`src/rtl/alien_fleet.sv`:
```
`default_nettype none
// +--------------------------------------------------------------------------+
// | alien_fleet : alien grid state, zig-zag movement, laser hits, rendering  |
// | Optional: ALIEN_FLEET_SPEEDUP_EN doubles the step when few aliens remain |
// | Revision    : 1.0                                                        |
// +--------------------------------------------------------------------------+
module alien_fleet #(
  parameter int         COLS      = 8,
  parameter int         ROWS      = 4,
  parameter int         ALIEN_W   = 24,
  parameter int         ALIEN_H   = 16,
  parameter int         SPACING_X = 32,
  parameter int         SPACING_Y = 32,
  parameter int         STEP_X    = 8,
  parameter int         STEP_Y    = 16,
  parameter int         START_X   = 32,
  parameter int         START_Y   = 32,
  parameter int         X_MAX     = 639,
  parameter int         X_MIN     = 0,
  parameter int         LAND_Y    = 400,
  parameter logic [2:0] COLOR     = 3'b010
) (
  input  logic       clk,
  input  logic       reset,
  input  logic       enable,
  input  logic       step,
  input  logic [9:0] hPos,
  input  logic [9:0] vPos,
  input  logic [9:0] xLaser,
  input  logic [9:0] yLaser,
  input  logic       laserActive,
  output logic       killingAlien,
  output logic [2:0] color,
  output logic [5:0] aliveCount,
  output logic       fleetCleared,
  output logic       fleetLanded
);

  localparam int FW    = (COLS - 1) * SPACING_X + ALIEN_W;
  localparam int FH    = (ROWS - 1) * SPACING_Y + ALIEN_H;
  localparam int N     = ROWS * COLS;
  localparam int SX_SH = $clog2(SPACING_X);
  localparam int SY_SH = $clog2(SPACING_Y);
  localparam int IW    = (N > 1) ? $clog2(N) : 1;

  typedef enum logic [1:0] {
    S_RIGHT   = 2'd0,
    S_LEFT    = 2'd1,
    S_LANDED  = 2'd2,
    S_CLEARED = 2'd3
  } state_t;

  state_t         state, state_next;
  logic [9:0]     fleet_x, fleet_y, x_next, y_next;
  logic [N-1:0]   alive, alive_next;
  logic [5:0]     count_next;
  logic [IW:0]    laser_loc, pixel_loc;
  logic           laser_hit, pixel_hit, descend;
  int             step_x;

  // Returns {inside a sprite rectangle, cell index}; the alive bit is applied by the caller.
  function automatic logic [IW:0] locate(input logic [9:0] x, input logic [9:0] y,
                                         input logic [9:0] fx, input logic [9:0] fy);
    int          dx, dy;
    logic [IW:0] res;
    dx  = int'(x) - int'(fx);
    dy  = int'(y) - int'(fy);
    res = '0;
    if (dx >= 0 && dy >= 0 && dx < FW && dy < FH &&
        (dx & (SPACING_X - 1)) < ALIEN_W && (dy & (SPACING_Y - 1)) < ALIEN_H)
      res = {1'b1, IW'((dy >> SY_SH) * COLS + (dx >> SX_SH))};
    return res;
  endfunction

  assign laser_loc = locate(xLaser, yLaser, fleet_x, fleet_y);
  assign pixel_loc = locate(hPos, vPos, fleet_x, fleet_y);
  assign laser_hit = laserActive && laser_loc[IW] && alive[laser_loc[IW-1:0]];
  assign pixel_hit = pixel_loc[IW] && alive[pixel_loc[IW-1:0]];

  always_comb begin
`ifdef ALIEN_FLEET_SPEEDUP_EN
    step_x = (int'(aliveCount) * 4 <= N) ? 2 * STEP_X : STEP_X;
`else
    step_x = STEP_X;
`endif
    state_next = state;
    x_next     = fleet_x;
    y_next     = fleet_y;
    alive_next = alive;
    count_next = aliveCount;
    descend    = 1'b0;

    if (laser_hit) begin
      alive_next[laser_loc[IW-1:0]] = 1'b0;
      count_next                    = aliveCount - 6'd1;
    end

    if (step) begin
      case (state)
        S_RIGHT: begin
          if (int'(fleet_x) + FW + step_x > X_MAX) begin
            y_next     = 10'(int'(fleet_y) + STEP_Y);
            state_next = S_LEFT;
            descend    = 1'b1;
          end else begin
            x_next = 10'(int'(fleet_x) + step_x);
          end
        end
        S_LEFT: begin
          if (int'(fleet_x) < X_MIN + step_x) begin
            y_next     = 10'(int'(fleet_y) + STEP_Y);
            state_next = S_RIGHT;
            descend    = 1'b1;
          end else begin
            x_next = 10'(int'(fleet_x) - step_x);
          end
        end
        default: ;
      endcase
    end

    if (descend && int'(y_next) + FH >= LAND_Y) state_next = S_LANDED;
    // Clearing wins over landing on the same edge.
    if (count_next == 6'd0) state_next = S_CLEARED;
  end

  always_ff @(posedge clk) begin
    if (reset) begin
      state        <= S_RIGHT;
      fleet_x      <= 10'(START_X);
      fleet_y      <= 10'(START_Y);
      alive        <= '1;
      aliveCount   <= 6'(N);
      killingAlien <= 1'b0;
      color        <= 3'b000;
      fleetCleared <= 1'b0;
      fleetLanded  <= 1'b0;
    end else begin
      state        <= state_next;
      fleet_x      <= x_next;
      fleet_y      <= y_next;
      alive        <= alive_next;
      aliveCount   <= count_next;
      killingAlien <= laser_hit;
      fleetCleared <= (state_next == S_CLEARED);
      fleetLanded  <= (state_next == S_LANDED);
      if (enable) color <= pixel_hit ? COLOR : 3'b000;
    end
  end

endmodule
`default_nettype wire

```
`config.mk`:
```
export PLATFORM = sky130hd
export DESIGN_NAME = alien_fleet
export DESIGN_NICKNAME = d
export VERILOG_FILES = /design/src/rtl/alien_fleet.sv
export SDC_FILE = /design/constraint.sdc
export NUM_CORES = 1
export LEC_CHECK = 0
export ABC_AREA = 1
export ABC_CLOCK_PERIOD_IN_PS = 6600
export CORE_MARGIN = 3
export CORE_UTILIZATION = 60
export DETAILED_ROUTE_END_ITERATION = 7
export GPL_ROUTABILITY_DRIVEN = 1
export HOLD_SLACK_MARGIN = 0.08
export PLACE_DENSITY = 0.87
export SYNTH_ARGS = -nofsm -noshare
export SYNTH_HDL_FRONTEND = slang
export SYNTH_SLANG_ARGS = --single-unit
export TNS_END_PERCENT = 10
```
`constraint.sdc`:
```
create_clock -name clk -period 6.6 [get_ports clk]
set_input_delay 1.98 -clock clk [delete_from_list [all_inputs] [get_ports clk]]
set_output_delay 1.98 -clock clk [all_outputs]
set_load 0.01 [all_outputs]
```
# [After elaboration in Yosys (flattened, before gate mapping)]
# Cells that the tools add are included.
[totals] regBits=66 elab_cells=93
[classes] add_sub_neg=13 order_cmp=18 n_eq_ne=5 mux=27 n_bitwise=2 reduce_logical=19
[op_table] cell="$mux 10" n=5
[op_table] cell="$ge 11x1->1 const B" n=4
[op_table] cell="$sub 10x10->11" n=4
[op_table] cell="$pmux 10 s2" n=2
[op_table] cell="$and 32x32->32" n=1
[op_table] cell="$not 32->32" n=1
[op_table] cell="$lt 11x8->1 const B" n=2
[op_table] cell="$lt 11x9->1 const B" n=2
[op_table] cell="$lt 5x5->1 const B" n=4
[op_table] cell="$mux 6" n=3
[op_table] cell="$logic_and 1x1->1" n=15
[op_table] cell="$add 11x4->12 const B" n=1
[op_table] cell="$gt 12x10->1 const B" n=1
[op_table] cell="$lt 5x6->1 const B" n=2
[op_table] cell="$mux 2" n=6
[op_table] cell="$add 10x7->11 const B" n=1
[op_table] cell="$add 10x8->11 const B" n=1
[op_table] cell="$ge 11x9->1 const B" n=1
[op_table] cell="$add 10x4->10 const B" n=1
[op_table] cell="$add 10x5->10 const B" n=1
[op_table] cell="$add 5x5->5" n=2
[op_table] cell="$bmux 1 s5" n=2
[op_table] cell="$lt 10x4->1 const B" n=1
[op_table] cell="$sub 10x4->10 const B" n=1
[op_table] cell="other kinds (13)" n=20

# [Depth between registers and ports, before layout]
[depth] word_depth=15 ltp_mapped=28 depth_no_buf=28

# [Worst setup path before layout]
# OpenSTA, ideal clock, no wires.
[synth_timing] kind="in2reg" startpoint="in yLaser[4]" endpoint="reg fleetLanded" setup_time_ns=0.128 t_arrival_ns=4.523 required_time_ns=6.472 setup_slack_ns=1.949 path_stages=26 n_path_buf=1 cell_sequence="inv_1 ha_1 fa_1 inv_1 nand3_1 nand2_1 nand2_1 nand2_1 nand3_1 nor2_4 nand4_4 buf_6 nand2_1 nand2_1 nand2_1 nand3_1 nand3_1 nand2_1 nand2_4 nand2_4 nand2_2 nand2_1 nor2_2 nand3_2 nand3_1 nor2_1"
[synth_between] elab_chain_cells=15 word_cells_on_any_way=19 cone_classes="add/sub: 2; order compare: 3; eq/ne: 1; mux: 5; reduce/logical: 8"
[synth_lines] element="from (decl)" line_no="30" source="input logic [9:0] yLaser,"
[synth_lines] element="$sub 10x10->11 *" line_no="67" source="dy = int'(y) - int'(fy);"
[synth_lines] element="$ge 11x1->1" line_no="69" source="if (dx >= 0 && dy >= 0 && dx < FW && dy < FH &&"
[synth_lines] element="$logic_and 1x1->1 (4 in series)" line_no="69"
[synth_lines] element="$logic_and 1x1->1" line_no="70" source="(dx & (SPACING_X - 1)) < ALIEN_W && (dy & (SPACING_Y - 1)) < ALIEN_H)"
[synth_lines] element="$mux 6 *" line_no="69"
[synth_lines] element="$bmux 1 s5" line_no="77" source="assign laser_hit = laserActive && laser_loc[IW] && alive[laser_loc[IW-1:0]];"
[synth_lines] element="$mux 1 (not written as such)" line_no="77"
[synth_lines] element="$logic_and 1x1->1 *" line_no="77"
[synth_lines] element="$mux 6 *" line_no="93" source="if (laser_hit) begin"
[synth_lines] element="$logic_not 6->1 *" line_no="124" source="if (count_next == 6'd0) state_next = S_CLEARED;"
[synth_lines] element="$mux 2 *" line_no="124"
[synth_lines] element="$eq 2x2->1 *" line_no="146" source="fleetLanded <= (state_next == S_LANDED);"
[synth_lines] element="to (signal assigned)" line_no="146"
[synth_lines] element="to (decl)" line_no="36" source="output logic fleetLanded"
# Every way passes the cells marked *; elsewhere a longest branch is shown, timed or not. The select of a mux whose other input is x is not followed.
# A chain may end at the register's enable or synchronous reset.

# [Final worst setup path]
[layout_timing] startpoint="in yLaser[4]" endpoint="reg alive[19]"
[layout_between] elab_chain_cells=14 word_cells_on_any_way=22 cone_classes="add/sub: 2; order compare: 5; mux: 5; bitwise: 2; reduce/logical: 8"
[layout_lines] element="$sub 10x10->11 *" line_no="67"
[layout_lines] element="$ge 11x1->1" line_no="69"
[layout_lines] element="$logic_and 1x1->1 (4 in series)" line_no="69"
[layout_lines] element="$logic_and 1x1->1" line_no="70"
[layout_lines] element="$mux 6 *" line_no="69"
[layout_lines] element="$lt 5x6->1 (not written as such) / $ge 5x1->1 (equally long branches)" line_no="94" source="alive_next[laser_loc[IW-1:0]] = 1'b0;"
[layout_lines] element="$logic_and 1x1->1 (not written as such)" line_no="94"
[layout_lines] element="$mux 1 (not written as such)" line_no="94"
[layout_lines] element="$demux 1 s5" line_no="94"
[layout_lines] element="$not 32->32 (no source line)"
[layout_lines] element="$and 32x32->32 (no source line)"
[layout_lines] element="to (signal assigned)" line_no="142" source="alive <= alive_next;"
[layout_lines] element="to (decl)" line_no="55" source="logic [N-1:0] alive, alive_next;"
# Marks and branches as above.

==> results.json <==
{
  "nNetsFinal": 824,
  "area_delta_synth_final_pct": 15.9,
  "netlist_top_cells_area": "dfxtp_1 (24%), nand2_1 (13%), inv_1 (9.8%)",
  "yosysSeqAreaShare_pct": 24.3,
  "first_pass_iters": 6,
  "synthFlopType": "dfxtp_1",
  "portBuffers": 40,
  "root_buffer": "clkbuf_8",
  "synth_compound_area_share_pct": 15.9,
  "critPathKind": "in -> reg",
  "dpl_worst_slack_ns": 0.656,
  "io_pins": 57,
  "period_minus_slack_ns": 5.64,
  "clk_latency_ns": 0.35,
  "cts_num_sinks": 57,
  "fillers": 566,
  "multi_input_area_um2": 2980,
  "maxSlewHeadroom_pct": 30.4,
  "cts-htree-levels": 3,
  "p_per_area_nw_per_um2": 181,
  "drc_errors": 0,
  "cts_made_buffers": 9,
  "ys_types": 47,
  "seqCellArea_um2": 1140,
  "synthTopCellsByCount": "nand2_1 (161), inv_1 (122), nand3_1 (62)",
  "postRouteAntennaNets": 0,
  "synth.avg_cell_area_um2": 6.69,
  "synth-async-reset-ratio_pct": 0,
  "dieArea_um2": 8910,
  "tightestPinTransition_ns": 1.04,
  "synth_top_area_share_pct": 24.3,
  "cap_violations": 0,
  "antenna_found_initial": 0,
  "drive_above_1_share_pct": 8.18,
  "outcome": "complete, no violations",
  "avgRoutedWirePerCell_um": 14.5,
  "hold_class": "reg -> reg",
  "postPlaceCellArea_um2": 5160,
  "setup_viol": 0,
  "synthMuxAreaShare_pct": 0,
  "synth_top_area_cell": "dfxtp_1",
  "rsz0062_at_grt": "no",
  "clk_pin_slew_ns": 0.07,
  "track_usage_pct": 28.9,
  "fmax_mhz": 177,
  "fin_cells": 845,
  "yosysMostFrequentCell": "nand2_1",
  "ir_drop_uv": 120,
  "path_max_fanout": 33,
  "synth-seq-cells": 57,
  "hpwl_um": 9060,
  "netlist_area_um2": 4690,
  "period_share_pct": 85.5,
  "maxSlewViolCount": 0,
  "initial_core_util_pct": 63.3,
  "postCtsResizedCells": 0,
  "setup_slack_ns": 0.957,
  "yosys.area_share.xor_xnor_pct": 3.92,
  "synthAdderAreaFrac_pct": 10.8,
  "finClkSkew_ns": 0.0109,
  "syn-instance-count": 701,
  "grt_max_degree": 36,
  "synth_simple_gate_area_share_pct": 32.9,
  "fin_area_um2": 5430,
  "die_y_um": 94.4,
  "core_um2": 7410,
  "dr_total_vias": 4839,
  "overflow": 0,
  "antenna_cells": 0,
  "grt_pass1_vias": 4624,
  "post_cts_buffers": 0,
  "dp_cells": 829,
  "cts_tree": "yes",
  "synth_top_family_by_area": "simple AND/OR/NAND/NOR gates",
  "grt_pass1_wl_um": 20500,
  "synth-edff-count": 0,
  "cp_data_required_time_ns": 6.79,
  "cts_buffer_depth": 2,
  "leakagePower_nw": 2.78,
  "rows": 31,
  "finalHoldViolations": 0,
  "tns_ns": 0,
  "worstPathArrival_ns": 5.83,
  "cts.hold.buffers_added": 0,
  "endpoint_kind": "register",
  "yosysWarnings": 0,
  "cp-start-kind": "primary input",
  "die_w_um": 94.4,
  "gp_congestion": 0.960,
  "routed_wl_um": 12200,
  "drt_iter0_markers": 314,
  "drt-vias-per-instance": 5.73
}
## cells by family (layout without fill, tap and decap cells)
| family | after synthesis | after routing |
|---|---|---|
| other | 1 | 2 |
| AO/OA/AOI/OAI | 113 | 113 |
| XOR/XNOR | 21 | 21 |
| AND/OR/NAND/NOR | 327 | 327 |
| adder cells (fa/ha/maj) | 38 | 38 |
| buffers and inverters | 144 | 188 |
| flip-flops | 57 | 57 |
## state kept, by name, summed over array words and instances (netlist names)
name,count
fleet_y,6
state,2
color,1
fleetCleared,1
alive,32
aliveCount,6
killingAlien,1
fleet_x,7
fleetLanded,1
## metal layers
layer / GRT usage, % / wire, um / up-vias / share of wire, %
met5: 0 / 0 / - / 0
met4: 14.2 / 508 / 0 / 4.2
met3: 5.66 / 905 / 55 / 7.4
met2: 48.9 / 5870 / 210 / 48
met1: 35.0 / 4930 / 2191 / 40
li1: - / - / 2383 / -
## worst paths after layout
kind	slack, ns	endpoint	start	cells after the start
hold reg to reg	0.46	color[1]	color[1]	2
setup reg to reg	2.70	alive[19]	fleet_y[4]	20
setup / recovery	0.96	alive[19]	yLaser[4]	22
hold / removal	0.46	color[1]	color[1]	2
## where the power goes
group | internal [mW] | switching, mW | total [mW]
clock | 0.309 | 0.146 | 0.455
sequential | 0.346 | 0.00218 | 0.349
combinational | 0.0682 | 0.109 | 0.178
total | 0.724 | 0.257 | 0.981
## metrics by stage
| step | hold WS [ns] | util [%] | total power [mW] |
|---|---|---|---|
| 6_report | 0.463 | 73.3 | 0.981 |
| 3_5_place_dp | 0.453 | 69.6 | 0.531 |
| 5_1_grt | 0.500 | 73.3 | 1.02 |
| 3_3_place_gp | 0.448 | 69.6 | 0.526 |
| 4_1_cts | 0.463 | 73.3 | 0.983 |
| 2_1_floorplan | 0.437 | - | 0.479 |
## cell usage in the layout (no fill, tap or decap), types with 3 or more instances in the layout
| cell | synthesis | routed |
|---|---|---|
| nand2_1 | 161 | 161 |
| inv_1 | 122 | 122 |
| nand3_1 | 62 | 62 |
| dfxtp_1 | 57 | 57 |
| nor2_1 | 54 | 54 |
| clkdlybuf4s50_1 | 0 | 40 |
| ha_1 | 34 | 34 |
| a21oi_1 | 33 | 33 |
| a32oi_1 | 26 | 26 |
| o21ai_0 | 16 | 16 |
| o211ai_1 | 13 | 13 |
| xor2_1 | 12 | 12 |
| clkbuf_8 | 0 | 11 |
| nor2_2 | 9 | 9 |
| xnor2_1 | 9 | 9 |
| nand4_1 | 8 | 8 |
| inv_2 | 6 | 6 |
| a31oi_1 | 6 | 6 |
| nor3_1 | 6 | 6 |
| o21ai_1 | 5 | 5 |
| nor2_4 | 5 | 5 |
| nand2_2 | 5 | 5 |
| nand2_4 | 5 | 5 |
| fa_1 | 4 | 4 |
| bufinv_16 | 0 | 4 |
| nand3_2 | 3 | 3 |
| buf_4 | 3 | 3 |
## critical path, stage by stage
cell	delay, ns
clkdlybuf4s50_1	0.46
inv_1	0.04
ha_1	0.21
fa_1	0.40
inv_1	0.09
nand3_1	0.09
nand2_1	0.08
nand2_1	0.05
nand2_1	0.07
nand3_1	0.13
nor2_4	0.19
nand4_4	0.31
nand2_1	0.22
nor2_1	0.07
nor2_1	0.10
nand2_1	0.08
nand2_2	0.09
nand2_4	0.07
nor2_8	0.17
nand2_4	0.12
nor2_4	0.60
a32oi_1	0.20
## area by class of cell
class,count,area share (%)
sequential,57,21.0
multi-input combinational,501,54.9
clock inverter,5,2.30
clock buffer,11,2.79
inverter,129,8.91
tap,99,2.28
timing repair buffer,43,7.78
Power figures use the tool's default switching activity.
==> patch 1, RTL diff (config.mk and constraints unchanged) <==
The option `ALIEN_FLEET_SPEEDUP_EN` is turned on by a define.
--- a/src/rtl/alien_fleet.sv
+++ b/src/rtl/alien_fleet.sv
@@ -4,6 +4,8 @@
 // | Optional: ALIEN_FLEET_SPEEDUP_EN doubles the step when few aliens remain |
 // | Revision    : 1.0                                                        |
 // +--------------------------------------------------------------------------+
+`define ALIEN_FLEET_SPEEDUP_EN
+
 module alien_fleet #(
   parameter int         COLS      = 8,
   parameter int         ROWS      = 4,
Function: no difference found for any inputs over 4 cycles, from zero or initial values and one cycle with reset high; that may be too few to reach the edited logic, so the function may still have changed.
==> patch 1 against the original RTL <==
Total power is 3.8% higher; sequential cell count stayed put; non-clock buffer count rose by 2; via count is 8.0% higher; worst setup slack worse by 0.26 ns; critical path depth decreased by 1; highest routed layer unchanged; hold slack improved by 0.0053 ns; critical endpoint is now alive[9]; wire length grew 9.4%; final area up 5.1%; core utilization fell by 1.3 points; largest power group unchanged; area after synthesis grew 7.1%.
==> patch 1: results (changes against the original RTL) <==
* Maximum vdd drop at 0.1845 mV (+53%)
* Hold path cells at 2 (unchanged)
* Wire length per cell at 14.93 um (+3.3%)
* # resized after CTS at 0 (unchanged)
* Number of fill cells at 621 (+9.7%)
* Post-Synthesis Mean Instance Area at 6.688 um2 (about the same)
* Vias in the first global route at 4942 (+6.9%)
* Internal power at 676.5 uW (-6.5%)
* Seq/Total Area, Yosys at 22.72% (-1.6 points)
* Pre-antenna DRT Iters at 5 (-1)
* Worst slew margin relative to its limit at 12.76% (-18 points)
* RD Place Congestion at 0.9391 (-2.2%)
* Commonest cells post-synth: nand2_1 (180), inv_1 (117), nand3_1 (68), dfxtp_1 (57), ha_1 (48)
* Via count at 5228 (+8.0%)
* First-pass GRT wire length at 22.00 mm (+7.4%)
* Share of cells above drive strength 1 at 6.179% (-2.0 points)
* Placed Cells at 879 (+6.0%)
* Largest net degree at the start of global routing at 40 (+11%)
* Critical Path AT at 6.07 ns (+0.24 ns)
* Reg2Reg Depth at 25 (+25%)
* Final nets at 887 (+7.6%)
* Hpwl dp at 9.873 mm (+9.0%)
* 1st-iter DRT viols at 360 (+15%)
* Outcome: finished, final reports clean
* Lkg Pwr at 0.002882 uW (+3.6%)
* Post-placement setup slack at -0.0002758 ns (-0.6565 ns)
* Top cells by area, synth: dfxtp_1 (23%), nand2_1 (13%), ha_1 (12%), inv_1 (8.7%), nand3_1 (6.8%)
* Tot GR Track Use at 27.72% (-1.2 points)
* Routed wire length at 13.37 mm (+9.4%)
* Skew final at 0.01118 ns (+0.0002690 ns)
-- patch 1: cell types whose count changed after synthesis, sizes merged, moves of 4 or more --
| cell | unedited run | this run |
|---|---|---|
| a21oi | 34 | 47 |
| a22oi | 0 | 4 |
| buf | 7 | 11 |
| ha | 34 | 48 |
| inv | 128 | 119 |
| nand2 | 171 | 188 |
| nand3 | 66 | 72 |
| nand4 | 9 | 13 |
| nor2 | 70 | 56 |
| o21ai | 23 | 30 |
-- patch 1: final timing paths --
path	startpoint	to	slack (ns)
max reg2reg	aliveCount[0]	fleetLanded	1.73
min	alive[2]	alive[2]	0.47
max	xLaser[3]	alive[9]	0.69
min reg2reg	alive[2]	alive[2]	0.47
-- patch 1: kinds of logic after synthesis --
family / share of synthesized area, %
other: 0.07467
buffers and inverters: 11.29
xor gates and xnor gates: 3.662
DFF: 22.72
and+or+nand+nor: 30.97
adders and majority gates: 14.35
AOI/OAI and AO/OA: 16.94
-- patch 1: cell type report --
class                   instances  share of cell area (%)
clock inverters                 6                   1.577
well taps                     102                   2.234
clock buffers                  10                   2.410
flip-flops and latches         57                   19.98
repair buffers                 45                   7.667
inverters                     121                   7.952
multi-input cells             554                   58.18
-- patch 1: stage by stage --
step                hold slack (ns)  util (%)  instance area [um2]
floorplan                    0.4399         -                 5026
global placement             0.4478     69.11                 5479
detailed placement           0.4582     69.11                 5479
CTS                          0.4704     71.99                 5707
global route                 0.4897     72.05                 5712
finish                       0.4688     72.05                 5712
-- patch 1: power by group through the flow --
| stage | registers [uW] | logic (uW) | clock network, uW |
|---|---|---|---|
| floorplan | 363 | 194 | 0 |
| global placement | 364 | 259 | 0 |
| detailed placement | 365 | 270 | 0 |
| CTS | 357 | 272 | 384 |
| global route | 358 | 306 | 402 |
| finish | 357 | 275 | 386 |
-- patch 1: layer usage --
metal	share of wire, %	wire, um	GRT usage (%)
met1	43	5683	35.34
met2	47	6333	45.49
met3	7.6	1020	6.317
met4	2.5	329	10.54
met5	0	0	0
-- patch 1: worst max-delay path, stage by stage --
cell             delay [ns]
clkdlybuf4s50_1        0.45
inv_1                  0.04
ha_1                   0.18
inv_1                  0.10
fa_1                   0.43
a21boi_0               0.25
nand2_1                0.10
nor2_2                 0.12
nand4_2                0.14
nor2_4                 0.37
nand2_1                0.31
nand2_1                0.16
nand2_1                0.08
nand2_1                0.06
nand2_1                0.05
inv_1                  0.06
nand2_2                0.09
nor2_8                 0.15
nand2_4                0.11
nor2_4                 0.61
a32oi_1                0.23
==> patch 2, RTL diff (same settings) <==
Without the edit above. The 4 states of `state_t` get a one-hot encoding in 4 bits.
--- a/src/rtl/alien_fleet.sv
+++ b/src/rtl/alien_fleet.sv
@@ -43,11 +43,11 @@
   localparam int SY_SH = $clog2(SPACING_Y);
   localparam int IW    = (N > 1) ? $clog2(N) : 1;
 
-  typedef enum logic [1:0] {
-    S_RIGHT   = 2'd0,
-    S_LEFT    = 2'd1,
-    S_LANDED  = 2'd2,
-    S_CLEARED = 2'd3
+  typedef enum logic [3:0] {
+    S_RIGHT   = 4'b0001,
+    S_LEFT    = 4'b0010,
+    S_LANDED  = 4'b0100,
+    S_CLEARED = 4'b1000
   } state_t;
 
   state_t         state, state_next;
Formal check against the unedited RTL: no difference found for any inputs over 4 cycles, from zero or initial values and one cycle with reset high; so few cycles prove little.
==> patch 2 against the original RTL <==
Worst setup slack worse by 0.028 ns; maximum frequency is 0.50% lower; first-iteration DRC count is 10% lower; sequential cell count is 2 higher; final area is 2.6% lower; core utilization is 1.1 points lower; global-route usage is 0.50 points lower; sequential share of layout area is 1.3 points higher; total power is 11% lower; combinational power is 4% higher; clock skew is 0.0032 ns lower; area after synthesis is 2.3% lower; wire length is 1.4% lower; critical path type unchanged.
==> patch 2: results (changes against the original RTL) <==
* Routed vias/inst at 5.667 (-1.0%)
* Initial antenna violation count at 0 (unchanged)
* Worst Hold Path EP: alive[12]
* Pre-antenna DRT Iters at 8 (+2)
* Critical Path AT at 5.95 ns (+0.12 ns)
* H-tree Lvls at 3 (unchanged)
* Met3 GRT Util at 5.953% (+0.30 points)
* Outcome: finished, final reports clean
* Worst-Skew Late Latency at 0.35 ns (about the same)
* Top cells by area, synth: dfxtp_1 (26%), nand2_1 (13%), ha_1 (9.3%), inv_1 (9.2%), nand3_1 (5.6%)
* Lkg Pwr at 0.002621 uW (-5.8%)
* First-pass GRT wire length at 19.94 mm (-2.6%)
* Largest regs: alive: 32 flops, fleet_x: 7 flops
* Tot GR Track Use at 28.42% (-0.50 points)
* Final nets at 820 (-0.49%)
* Worst Hold Class: reg -> reg
* Async SR Flop Fraction at 0% (unchanged)
* Commonest cells post-synth: nand2_1 (157), inv_1 (112), dfxtp_1 (59), nor2_1 (52), nand3_1 (51)
* Setup Buffers After CTS at 0 (unchanged)
* Root Driver: clkbuf_8
* Synthesis Warnings at 0 (unchanged)
* M2 GR Usage at 49.37% (+0.44 points)
* Share of cells above drive strength 1 at 7.018% (-1.2 points)
* Skew final at 0.007711 ns (-0.003195 ns)
* Reg2Reg Depth at 24 (+20%)
* Routed wire length at 12.04 mm (-1.4%)
* Hpwl dp at 9.048 mm (-0.13%)
* Reg-to-Reg End: fleetCleared
* 1st-iter DRT viols at 282 (-10%)
* Vias in the first global route at 4470 (-3.3%)
* Post-placement setup slack at 0.5747 ns (-0.08150 ns)
* Largest net degree at the start of global routing at 37 (+2.8%)
* CTS buffer count at 9 (unchanged)
* R2R Path Start: fleet_x[5]
* Hold Crit Start: alive[12]
* Reg with most FFs: alive
* Antenna fix cells at 0 (unchanged)
* Number of fill cells at 581 (+2.7%)
* Post-synth cell types at 42 (-11%)
* Seq/Total Area, Yosys at 25.79% (+1.4 points)
* Peak fanout along the critical path at 7 (-79%)
* Worst slew margin relative to its limit at 46.58% (+16 points)
* RD Place Congestion at 0.9515 (-0.86%)
* CTS max path bufs at 2 (unchanged)
* Worst reg-to-reg setup slack at 2.57 ns (-0.13 ns)
* Maximum vdd drop at 0.1177 mV (-2.2%)
* CTS clock-pin slew for the worst setup and hold paths at 0.07 ns (about the same)
* GR Util met1 at 33.70% (-1.3 points)
* Hold path cells at 2 (unchanged)
==> patch 2: cell types whose count changed in the layout (fill, tap and decap cells not counted), moves of 4 or more <==
cell | before | now
o21ai_0 | 16 | 29
nand3_1 | 62 | 51
inv_1 | 122 | 112
nand4_1 | 8 | 18
a21oi_1 | 33 | 40
buf_4 | 3 | 10
nand2_1 | 161 | 157
nor2_4 | 5 | 1
o211ai_1 | 13 | 9
==> patch 2: critical path, stage by stage <==
cell	delay, ns
clkdlybuf4s50_1	0.46
inv_1	0.04
ha_1	0.22
fa_1	0.41
inv_1	0.10
nand3_1	0.08
nand3_1	0.09
nand3_1	0.11
nor3_4	0.42
nand2_4	0.13
nor2_2	0.22
nand2_1	0.13
a21oi_1	0.37
nand2_1	0.15
nand3_1	0.17
nor2_4	0.08
nand3_1	0.14
nand2_1	0.07
nor2_1	0.15
nand3_2	0.17
o21ai_2	0.11
nand2_1	0.06
nor2_1	0.07
==> patch 2: cell families (layout without fill, tap and decap cells) <==
kind of cell	after synthesis	after routing	share of synthesized area, %
buffers and inverters	140	186	11.85
xor gates and xnor gates	19	19	3.633
adders and majority gates	38	38	11.04
AOI/OAI and AO/OA	127	127	17.51
and+or+nand+nor	310	310	30.10
other	1	2	0.08187
DFF	59	59	25.79
==> patch 2: routing by layer <==
| layer | wire [um] | part of all wire (%) |
|---|---|---|
| met1 | 4966 | 41 |
| met2 | 5919 | 49 |
| met3 | 808 | 6.7 |
| met4 | 348 | 2.9 |
| met5 | 0 | 0 |
==> patch 2: cell type report <==
class                      count  share of cell area (%)
timing repair buffer          51                   9.359
sequential                    59                   22.31
inverter                     120                   8.509
clock inverter                 5                   1.040
multi-input combinational    496                   54.03
tap                           99                   2.340
clock buffer                  10                   2.411
==> patch 2: worst max-delay path by stage <==
stage,startpoint,end,cells after the start,slack [ns]
floorplan,xLaser[3],fleetCleared,24,1.77
global placement,yLaser[4],fleetCleared,23,0.68
detailed placement,yLaser[4],fleetCleared,23,0.57
CTS,yLaser[4],fleetCleared,23,0.94
global route,yLaser[4],fleetCleared,25,0.62
finish,yLaser[4],fleetCleared,23,0.93
==> patch 2: power by group <==
group,internal (uW),leakage (uW),switching [uW]
Sequential,359,0.000477,2.88
Clock,171,0.0000881,152
Combinational,73.9,0.00206,112
==> patch 2: stage by stage <==
stage / instance area [um2] / cells / hold slack, ns / total power, uW
CTS: 5294 / 840 / 0.4672 / 869.6
detailed placement: 5111 / 825 / 0.4561 / 552.5
finish: 5294 / 840 / 0.4687 / 871.7
floorplan: 4584 / 695 / 0.4347 / 497.0
global placement: 5111 / 825 / 0.4452 / 546.0
global route: 5294 / 840 / 0.4804 / 910.1
